### config.mk
export PLATFORM = sky130hd
export DESIGN_NAME = button_events
export DESIGN_NICKNAME = d
export VERILOG_FILES = /design/src/rtl/button_events.sv
export SDC_FILE = /design/constraint.sdc
export NUM_CORES = 1
export LEC_CHECK = 0
export ABC_AREA = 1
export ABC_CLOCK_PERIOD_IN_PS = 2000
export CORE_MARGIN = 2
export CORE_UTILIZATION = 50
export DETAILED_ROUTE_END_ITERATION = 10
export PLACE_DENSITY_LB_ADDON = 0.25
export SYNTH_ARGS = -nofsm -noshare
export SYNTH_HDL_FRONTEND = slang
export SYNTH_SLANG_ARGS = --single-unit
### constraint.sdc
create_clock -name i_clock -period 2 [get_ports i_clock]
set_clock_uncertainty 0.15 [all_clocks]
set_input_delay 0.2 -clock i_clock [delete_from_list [all_inputs] [get_ports i_clock]]
set_output_delay 0.2 -clock i_clock [all_outputs]
set_load 0.01 [all_outputs]
### src/rtl/button_events.sv
// -----------------------------------------------------------------------------
// button_events
//   Press classifier for a debounced, already-synchronous button level.
//   Produces single-cycle event pulses: press, release, click (release before
//   the long threshold), long (threshold reached) and optional auto-repeat.
//
// Parameters
//   ACTIVE_LOW : 1 -> button is down when i_button == 0; 0 -> active high
//   LONG       : log2 of hold cycles before a long press (>= 1)
//   REPEAT     : log2 of auto-repeat period (1 <= REPEAT <= LONG)
//
// Ports
//   i_clock    : system clock, rising edge
//   i_reset    : synchronous active-high reset
//   i_button   : debounced button level
//   o_pressed  : registered level, 1 while the button is considered down
//   o_press    : pulse on idle-to-down
//   o_release  : pulse on down-to-idle
//   o_click    : pulse on a release before the long threshold
//   o_long     : pulse when the long threshold is reached
//   o_repeat   : pulse every 2^REPEAT cycles after o_long while still held
//
// Build option
//   BUTTON_EVENTS_REPEAT_EN : when defined, auto-repeat is enabled; otherwise
//   o_repeat stays 0 and the counter is frozen while held.
// -----------------------------------------------------------------------------
module button_events #(
    parameter int unsigned ACTIVE_LOW = 1,
    parameter int unsigned LONG       = 20,
    parameter int unsigned REPEAT     = 18
) (
    input  logic i_clock,
    input  logic i_reset,
    input  logic i_button,
    output logic o_pressed,
    output logic o_press,
    output logic o_release,
    output logic o_click,
    output logic o_long,
    output logic o_repeat
);

`ifdef BUTTON_EVENTS_REPEAT_EN
    localparam bit REPEAT_EN = 1'b1;
`else
    localparam bit REPEAT_EN = 1'b0;
`endif

    typedef enum logic [1:0] {
        IDLE  = 2'd0,
        SHORT = 2'd1,
        HELD  = 2'd2
    } state_t;

    state_t          r_state;
    state_t          w_state_nxt;
    logic [LONG-1:0] r_cnt;
    logic [LONG-1:0] w_cnt_nxt;

    logic w_act;
    logic w_press;
    logic w_release;
    logic w_click;
    logic w_long;
    logic w_repeat;

    logic r_pressed;
    logic r_press;
    logic r_release;
    logic r_click;
    logic r_long;
    logic r_repeat;

    // Normalised "down" level regardless of input polarity.
    assign w_act = i_button ^ (ACTIVE_LOW != 0);

    always_comb begin
        w_state_nxt = r_state;
        w_cnt_nxt   = r_cnt;
        w_press     = 1'b0;
        w_release   = 1'b0;
        w_click     = 1'b0;
        w_long      = 1'b0;
        w_repeat    = 1'b0;

        case (r_state)
            IDLE: begin
                if (w_act) begin
                    w_state_nxt = SHORT;
                    w_cnt_nxt   = '0;
                    w_press     = 1'b1;
                end
            end

            SHORT: begin
                // Release is tested first so it wins over the threshold.
                if (!w_act) begin
                    w_state_nxt = IDLE;
                    w_release   = 1'b1;
                    w_click     = 1'b1;
                end else if (&r_cnt) begin
                    w_state_nxt = HELD;
                    w_cnt_nxt   = '0;
                    w_long      = 1'b1;
                end else begin
                    w_cnt_nxt = r_cnt + LONG'(1);
                end
            end

            HELD: begin
                if (!w_act) begin
                    w_state_nxt = IDLE;
                    w_release   = 1'b1;
                end else if (REPEAT_EN) begin
                    // Counter wraps freely; only its low REPEAT bits set
                    // the repeat cadence.
                    w_cnt_nxt = r_cnt + LONG'(1);
                    if (&r_cnt[REPEAT-1:0]) begin
                        w_repeat = 1'b1;
                    end
                end
            end

            default: begin
                w_state_nxt = IDLE;
                w_cnt_nxt   = '0;
            end
        endcase
    end

    always_ff @(posedge i_clock) begin
        if (i_reset) begin
            r_state   <= IDLE;
            r_cnt     <= '0;
            r_pressed <= 1'b0;
            r_press   <= 1'b0;
            r_release <= 1'b0;
            r_click   <= 1'b0;
            r_long    <= 1'b0;
            r_repeat  <= 1'b0;
        end else begin
            r_state   <= w_state_nxt;
            r_cnt     <= w_cnt_nxt;
            r_pressed <= (w_state_nxt != IDLE);
            r_press   <= w_press;
            r_release <= w_release;
            r_click   <= w_click;
            r_long    <= w_long;
            r_repeat  <= w_repeat;
        end
    end

    assign o_pressed = r_pressed;
    assign o_press   = r_press;
    assign o_release = r_release;
    assign o_click   = r_click;
    assign o_long    = r_long;
    assign o_repeat  = r_repeat;

endmodule
==> results.yml, run 1 <==
drt:
  drtIter0Drc: 43
  via_per_inst: 5.01
  dr.pass1.iters: 4
  post_drt_wl_per_cell_um: 11.3
  vias: 1187
  wl_um: 2670
  ant_nets: 0
  drc: 0
setup_path:
  r2r_end: "r_cnt[12]$_SDFFE_PP0P_"
  endpoint: "r_cnt[12]$_SDFFE_PP0P_"
  reg2reg_depth: 8
  r2r_start: "r_cnt[1]$_SDFFE_PP0P_"
  start_kind: "flop"
  cp-startpoint: "r_cnt[1]$_SDFFE_PP0P_"
  path_class: "flop to flop"
  critPathRequiredTime_ns: 2.08
  rrSetupSlack_ns: 0.24
  critPathCaptureType: "flop"
  crit_fanout: 16
  cp.arrival_ns: 1.84
die:
  die_w_um: 58.1
  ios: 9
  start_util_pct: 53.0
  fp-row-count: 19
  fp.dieH_um: 58.1
  core_um2: 2760
  dieArea_um2: 3370
clocking:
  cts_resized: 0
  cts.clk_slew.worst_paths_ns: 0.14
  cts_sinks: 27
  cts_tree: "done"
  clk_latency_ns: 0.32
  cts_max_level: 1
  numCtsBuffers: 3
  clockBufferDepth: 2
  cts_root_buffer: "clkbuf_4"
  hold_buffers: 0
  postCtsSetupBuffers: 0
cells_and_area:
  diodes: 0
  n_fill_cell: 271
  drive_above_1_share_pct: 18.4
  layout.nets: 215
  syn_to_final_growth_pct: 8.13
global_routing:
  use_met3_pct: 2.46
  grt_max_degree: 17
  grt_pass1_vias: 1172
  grt_pass1_wl_um: 4950
  met2_usage_pct: 29.5
  busiest_layer: "met2"
  grt_use_met1_pct: 25.4
  antenna_found_initial: 0
  grtUsageTotal_pct: 18.7
  overflow: 0
pwr:
  power.leakage_nw: 0.610
  power_density_nw_per_um2: 546
  vdd_drop_max_uv: 412
synth:
  seq_area_frac_synth_pct: 37.0
  synth_top_area_share_pct: 37.0
  ys_top_cells_by_area: "dfxtp_1, nand2_1, nor2_1"
  synth_seq_cells: 27
  synth_top_cell_by_area: "dfxtp_1"
  ys_types: 28
  netlist_area_um2: 1460
  avgSynthCellArea_um2: 7.46
  syn_inst: 196
  ys_warn_count: 0
  synth_nets: 204
place:
  hpwl_um: 2100
  place.gp.congestion: 0.886
  portBuffers: 7
  place_ws_ns: 0.187
min_path:
  holdPathStages: 2
  hp-start: "r_cnt[1]$_SDFFE_PP0P_"
  hp-class: "flop to flop"
sta:
  finalSetupViolCount: 0
  fmax_mhz: 567
  slew_viol_final: 0
  period_share_pct: 88.2
  rsz0062_at_grt: "no"
  min_period_ns: 1.76
  tns_ns: 0
  hold_viol_final: 0
  fin_ws_ns: 0.236
run:
  drv_cap: 0
outcome:
  status: "completed"
==> logic make-up after synthesis <==
family,count (synthesis),share of synthesized area [%]
buf+inv,28,8.64
flops,27,37.0
other cells,1,0.256
simple gates,109,37.2
fa+ha+maj,5,4.28
compound gates,13,4.88
xor+xnor,13,7.78
==> layout by cell type, fill, tap and decap left out <==
master	instances
a21oi_1	7
buf_4	2
clkbuf_4	3
clkdlybuf4s50_1	7
clkinv_2	1
conb_1	1
dfxtp_1	27
ha_1	5
inv_1	20
inv_2	5
nand2_1	38
nand2_2	5
nand2_4	1
nand3_1	8
nand3_2	2
nand3b_1	1
nand4_1	4
nor2_1	23
nor2_2	13
nor3_1	8
nor3_2	3
nor3_4	1
nor4_1	1
o21a_1	1
o21ai_0	4
o21ai_2	1
or2_2	1
xnor2_1	4
xor2_1	9
==> critical path: stages, from the launching register on <==
cell and delay [ns]:
dfxtp_1 0.38, ha_1 0.25, nand3_2 0.15, nor2_2 0.15, nand3_2 0.14, nand2_2 0.10
nand2_2 0.06, nand2_4 0.20, nor3_1 0.08
==> state kept, by name, indices dropped and copies added, names as in the netlist <==
| register | flops |
|---|---|
| o_release | 1 |
| o_pressed | 1 |
| r_cnt | 20 |
| o_click | 1 |
| o_long | 1 |
| o_press | 1 |
| r_state | 2 |
==> worst min-delay path by stage <==
stage | slack [ns] | to
2_1_floorplan | 0.12 | r_cnt[1]$_SDFFE_PP0P_
3_3_place_gp | 0.33 | r_cnt[1]$_SDFFE_PP0P_
3_5_place_dp | 0.33 | r_cnt[1]$_SDFFE_PP0P_
4_1_cts | 0.35 | r_cnt[1]$_SDFFE_PP0P_
5_1_grt | 0.38 | r_cnt[1]$_SDFFE_PP0P_
6_report | 0.35 | r_cnt[1]$_SDFFE_PP0P_
==> area by class of cell <==
class | count | area [um2] | area share (%)
clock buffer | 3 | 22.5 | 1.42
clock inverter | 1 | 5.00 | 0.316
inverter | 25 | 93.8 | 5.93
tap | 31 | 38.8 | 2.45
multi-input combinational | 141 | 796 | 50.3
sequential | 27 | 541 | 34.2
timing repair buffer | 9 | 85.1 | 5.38
==> metal layers <==
| metal | up-vias | routed length, um |
|---|---|---|
| li1 | 638 | - |
| met1 | 534 | 1360 |
| met3 | 5 | 49 |
| met2 | 10 | 1210 |
| met4 | 0 | 50 |
| met5 | - | 0 |
==> cell usage after synthesis (all sizes together) <==
master  count
a21oi       7
buf         3
conb        1
dfxtp      27
ha          5
inv        25
nand2      44
nand3      10
nand3b      1
nand4       4
nor2       36
nor3       12
nor4        1
o21a        1
o21ai       5
or2         1
xnor2       4
xor2        9
==> report_power, final <==
| part | internal, mW | switching [mW] |
|---|---|---|
| registers | 0.546 | 0.00412 |
| clock network | 0.0751 | 0.159 |
| logic | 0.0287 | 0.0511 |
==> metrics by stage <==
stage / util [%] / hold slack, ns / power (mW) / area [um2] / instances
final: 57.4 / 0.353 / 0.864 / 1580 / 237
after detailed placement: 56.4 / 0.332 / 0.641 / 1550 / 233
after CTS: 57.4 / 0.352 / 0.874 / 1580 / 237
after floorplan: - / 0.119 / 0.619 / 1460 / 196
after global routing: 57.4 / 0.382 / 0.901 / 1580 / 237
after global placement: 56.4 / 0.333 / 0.640 / 1550 / 233
No activity file was read; power rests on OpenSTA's default activity.
==> run 2: changes to the inputs <==
- CORE_UTILIZATION: 50 -> 25
- SLEW_MARGIN: unset -> 5
==> run 2 against run 1 <==
Against the previous run: critical path depth is the same; largest cell class unchanged; sequential share of layout area shrank 1.4 points; worst setup slack gained 0.00073 ns; largest power group unchanged; clock power grew 36%; final cell count grew 17%; critical endpoint is now r_cnt[19]$_SDFFE_PP0P_; die area grew 92%; fmax is essentially flat.
==> results.yml, run 2 (synthesized netlist as in run 1, its figures left out) <==
drt:
  drc: 0
  wl_um: 2840
  dr_wl_met2_um: 1300
  via_per_inst: 4.25
  drtIter0Drc: 33
  vias: 1181
  wl_met1_um: 1410
  highest-signal-layer: "met4"
  ant_nets: 0
  dr_wl_met3_um: 57
  post_drt_wl_per_cell_um: 10.2
  dr.pass1.iters: 4
place:
  hpwl_um: 2170
  place.gp.congestion: 0.793
  postPlaceCellArea_um2: 1610
  post-place-cells: 274
  portBuffers: 7
die:
  dieArea_um2: 6480
  start_util_pct: 26.2
  fp.dieH_um: 80.5
  core_um2: 5570
  fp-row-count: 27
  die_w_um: 80.5
  ios: 9
clocking:
  numCtsBuffers: 3
  hold_buffers: 0
  cts_max_level: 1
  cts.clk_slew.worst_paths_ns: 0.09
  cts_root_buffer: "clkbuf_8"
  cts_tree: "done"
  clockBufferDepth: 2
  cts_resized: 0
  cts_sinks: 27
  postCtsSetupBuffers: 0
  clk_latency_ns: 0.28
cells_and_area:
  seq_area_um2: 541
  final_cell_area_um2: 1650
  largest-register: "r_cnt"
  largest_reg_flops: 20
  multi_input_area_um2: 796
  top_regs: "r_cnt: 20 flops, r_state: 2 flops"
  layout_commonest_cell: "nand2_1"
  fin_cells: 278
  n_fill_cell: 630
  syn_to_final_growth_pct: 12.9
  diodes: 0
  final_cell_mix: "nand2_1, dfxtp_1, nor2_1"
  drive_above_1_share_pct: 18.4
  layout.nets: 215
pwr:
  vdd_drop_max_uv: 258
  p_total_mw: 0.947
  power_density_nw_per_um2: 573
  power.leakage_nw: 0.618
setup_path:
  critPathRequiredTime_ns: 2.02
  reg2reg_depth: 8
  r2r_end: "r_cnt[19]$_SDFFE_PP0P_"
  path_class: "flop to flop"
  r2r_start: "r_cnt[1]$_SDFFE_PP0P_"
  rrSetupSlack_ns: 0.24
  cp.arrival_ns: 1.78
  crit_fanout: 16
  critPathCaptureType: "flop"
  start_kind: "flop"
sta:
  holdWs_ns: 0.344
  slew_viol_final: 0
  tns_ns: 0
  hold_viol_final: 0
  fmax_mhz: 567
  finalSetupViolCount: 0
  rsz0062_at_grt: "no"
  min_period_ns: 1.76
  period_share_pct: 88.2
global_routing:
  overflow: 0
  antenna_found_initial: 0
  grt_pass1_wl_um: 4850
  grt_max_degree: 17
  grtUsageTotal_pct: 9.65
  grt_pass1_vias: 1081
run:
  drv_cap: 0
min_path:
  hold_end: "r_cnt[1]$_SDFFE_PP0P_"
  holdPathStages: 2
  hp-start: "r_cnt[1]$_SDFFE_PP0P_"
  hp-class: "flop to flop"
outcome:
  status: "completed"
-- run 2: per-stage QoR --
stage | worst slack (ns) | utilization, %
5_1_grt | 0.0837 | 29.6
4_1_cts | 0.197 | 29.6
3_3_place_gp | 0.181 | 28.8
2_1_floorplan | 0.432 | -
6_report | 0.236 | 29.6
3_5_place_dp | 0.142 | 28.8
-- run 2: final cells by class --
type / instances / area share [%]
clock buffers: 3 / 2.50
clock inverters: 1 / 0.303
inverters: 25 / 5.68
multi-input cells: 141 / 48.2
flip-flops and latches: 27 / 32.7
well taps: 72 / 5.45
repair buffers: 9 / 5.15
-- run 2: power by group --
| part | total (mW) | internal, mW | switching [mW] |
|---|---|---|---|
| clock network | 0.318 | 0.140 | 0.178 |
| logic | 0.0798 | 0.0286 | 0.0512 |
| registers | 0.549 | 0.545 | 0.00380 |
| total | 0.947 | 0.714 | 0.233 |
-- run 2: per-layer routing --
layer / global-route usage, % / vias up
met5: 0 / -
li1: - / 631
met3: 2.02 / 4
met2: 15.2 / 9
met4: 5.59 / 0
met1: 12.1 / 537
-- run 2: worst max-delay path by stage --
stage,start,end,slack (ns)
after floorplan,r_cnt[1]$_SDFFE_PP0P_,r_cnt[5]$_SDFFE_PP0P_,0.43
after global placement,i_button,r_cnt[19]$_SDFFE_PP0P_,0.18
after detailed placement,i_button,r_cnt[19]$_SDFFE_PP0P_,0.14
after CTS,r_cnt[1]$_SDFFE_PP0P_,r_cnt[13]$_SDFFE_PP0P_,0.20
after global routing,r_cnt[1]$_SDFFE_PP0P_,r_cnt[12]$_SDFFE_PP0P_,0.08
final,r_cnt[1]$_SDFFE_PP0P_,r_cnt[19]$_SDFFE_PP0P_,0.24
-- run 2: critical path, cell delays in order (launching register included) --
cell and delay (ns):
dfxtp_1 0.36, ha_1 0.25, nand3_2 0.16, nor2_2 0.14, nand3_2 0.13, nand2_2 0.10
nand2_2 0.06, nand2_4 0.21, nor2_1 0.08
==> RTL change: new RTL, config.mk and constraints of run 2 <==
Reset style: asynchronous (`i_reset`), changed in one clocked block. Comments in the files are not updated.
--- a/src/rtl/button_events.sv
+++ b/src/rtl/button_events.sv
@@ -128,7 +128,7 @@
         endcase
     end
 
-    always_ff @(posedge i_clock) begin
+    always_ff @(posedge i_clock or posedge i_reset) begin
         if (i_reset) begin
             r_state   <= IDLE;
             r_cnt     <= '0;
Behaviour: differs if i_reset is asserted again (counterexample within 4 cycles, from zero or initial values and one cycle with i_reset high); with i_reset held inactive, the same outputs for 10 cycles.
==> RTL change against run 2 <==
  * Synthesized area up 4.2%
  * Non-clock buffer count is 4 higher
  * Routed wire length up 3.2%
  * Global-route usage rose by 0.58 points
  * Critical path type unchanged
  * Worst setup slack worse by 0.036 ns
  * Largest cell class unchanged
  * Sequential cell count unchanged
  * Final area is 6.9% higher
Power is not compared: it rests on default switching activity, and its combinational part moved more than twofold at a synthesized area within 25%.
==> RTL change: results (changes against run 2) <==
Place
  – Dpl cells: 280 (was 274)
  – Post-detail-place hpwl: 2160 µm (was 2170 µm)
  – Gpl congestion: 0.714 (was 0.793)

Global route
  – GR Layer Usage met1: 14.4% (was 12.1%)
  – M2 GR Usage: 15.6% (was 15.2%)
  – Total GRT Usage: 10.2% (was 9.65%)
  – First-pass GRT wire length: 5390 µm (was 4850 µm)
  – Largest net degree at the start of global routing: 28 (was 17)
  – Vias in the first global route: 1167 (was 1081)

Final layout
  – Area of the multi-input gates: 706 µm² (was 796 µm²)
  – Multi-input gates: 134 (was 141)
  – Invs w/o clock: 31 (was 25)
  – Clock buf/inv share: 2.62% (was 2.80%)
  – Fill count: 633 (was 630)

Synth
  – Async SR Flop Fraction: 100% (was 0%)
  – Main synth FF type: dfrtp_1 (was dfxtp_1)
  – Cells after Synth: 195 (was 196)

Setup path
  – Reg-to-Reg Start: r_cnt[0] (was r_cnt[1])
  – Arrival time at the worst endpoint: 1.82 ns (was 1.78 ns)
  – CP max stage delay: 0.40 ns (was 0.36 ns)
  – Reg2Reg Setup Slack: 0.20 ns (was 0.24 ns)
  – Reg-to-Reg End: r_cnt[13] (was r_cnt[19])
  – CP max stage cell: dfrtp_1 (was dfxtp_1)

Detailed routing
  – Routed WL: 2930 µm (was 2840 µm)
  – Routed vias/inst: 4.09 (was 4.25)
  – Drt initial violations: 35 (was 33)

Min path
  – Worst Hold Class: input port to asynchronous set/reset pin (was flop to flop)

Run status
  – Outcome: complete, no violations (unchanged)
==> RTL change: cell count changes after synthesis, sizes merged, moves of 2 or more <==
cell   before  now
dfrtp       0   27
dfxtp      27    0
nor3       12    5
inv        25   31
a21oi       7    2
nor2       36   40
xor2        9    5
a31oi       0    2
nand3      10   12
nand4       4    6
nor3b       0    2
==> RTL change: kinds of logic after synthesis <==
logic type	synth area share, %
AOI/OAI and AO/OA	4.60
xor gates and xnor gates	4.60
adders and majority gates	4.11
buffers and inverters	9.36
DFF	44.3
other	0.246
and+or+nand+nor	32.8
==> RTL change: report_power, final <==
| group | switching, mW | internal, mW |
|---|---|---|
| clock | 0.183 | 0.140 |
| sequential | 0.0443 | 0.607 |
| combinational | 0.189 | 0.153 |
| total | 0.416 | 0.901 |
==> RTL change: worst max path at each step <==
| stage | startpoint | depth (start not counted) | slack, ns | endpoint |
|---|---|---|---|---|
| 2_1_floorplan | r_cnt[0] | 7 | 0.43 | r_cnt[4] |
| 3_3_place_gp | i_button | 9 | 0.14 | r_cnt[15] |
| 3_5_place_dp | i_button | 9 | 0.12 | r_cnt[15] |
| 4_1_cts | r_cnt[0] | 8 | 0.17 | r_cnt[13] |
| 5_1_grt | r_cnt[0] | 8 | 0.06 | r_cnt[13] |
| 6_report | r_cnt[0] | 8 | 0.20 | r_cnt[13] |
==> RTL change: per-layer routing <==
| metal | up-vias | wire [µm] |
|---|---|---|
| met5 | - | 0 |
| met1 | 523 | 1530 |
| met3 | 5 | 40 |
| met4 | 0 | 55 |
| met2 | 5 | 1310 |
| li1 | 628 | - |
==> RTL change: worst register-to-register path, cell delays in order, from the launching register on <==
cell     delay, ns
dfrtp_1       0.40
ha_1          0.18
nand2_1       0.11
nor3_2        0.26
nand3_2       0.12
nand2_1       0.14
nand2_1       0.16
o21ai_0       0.12
nor2_1        0.06
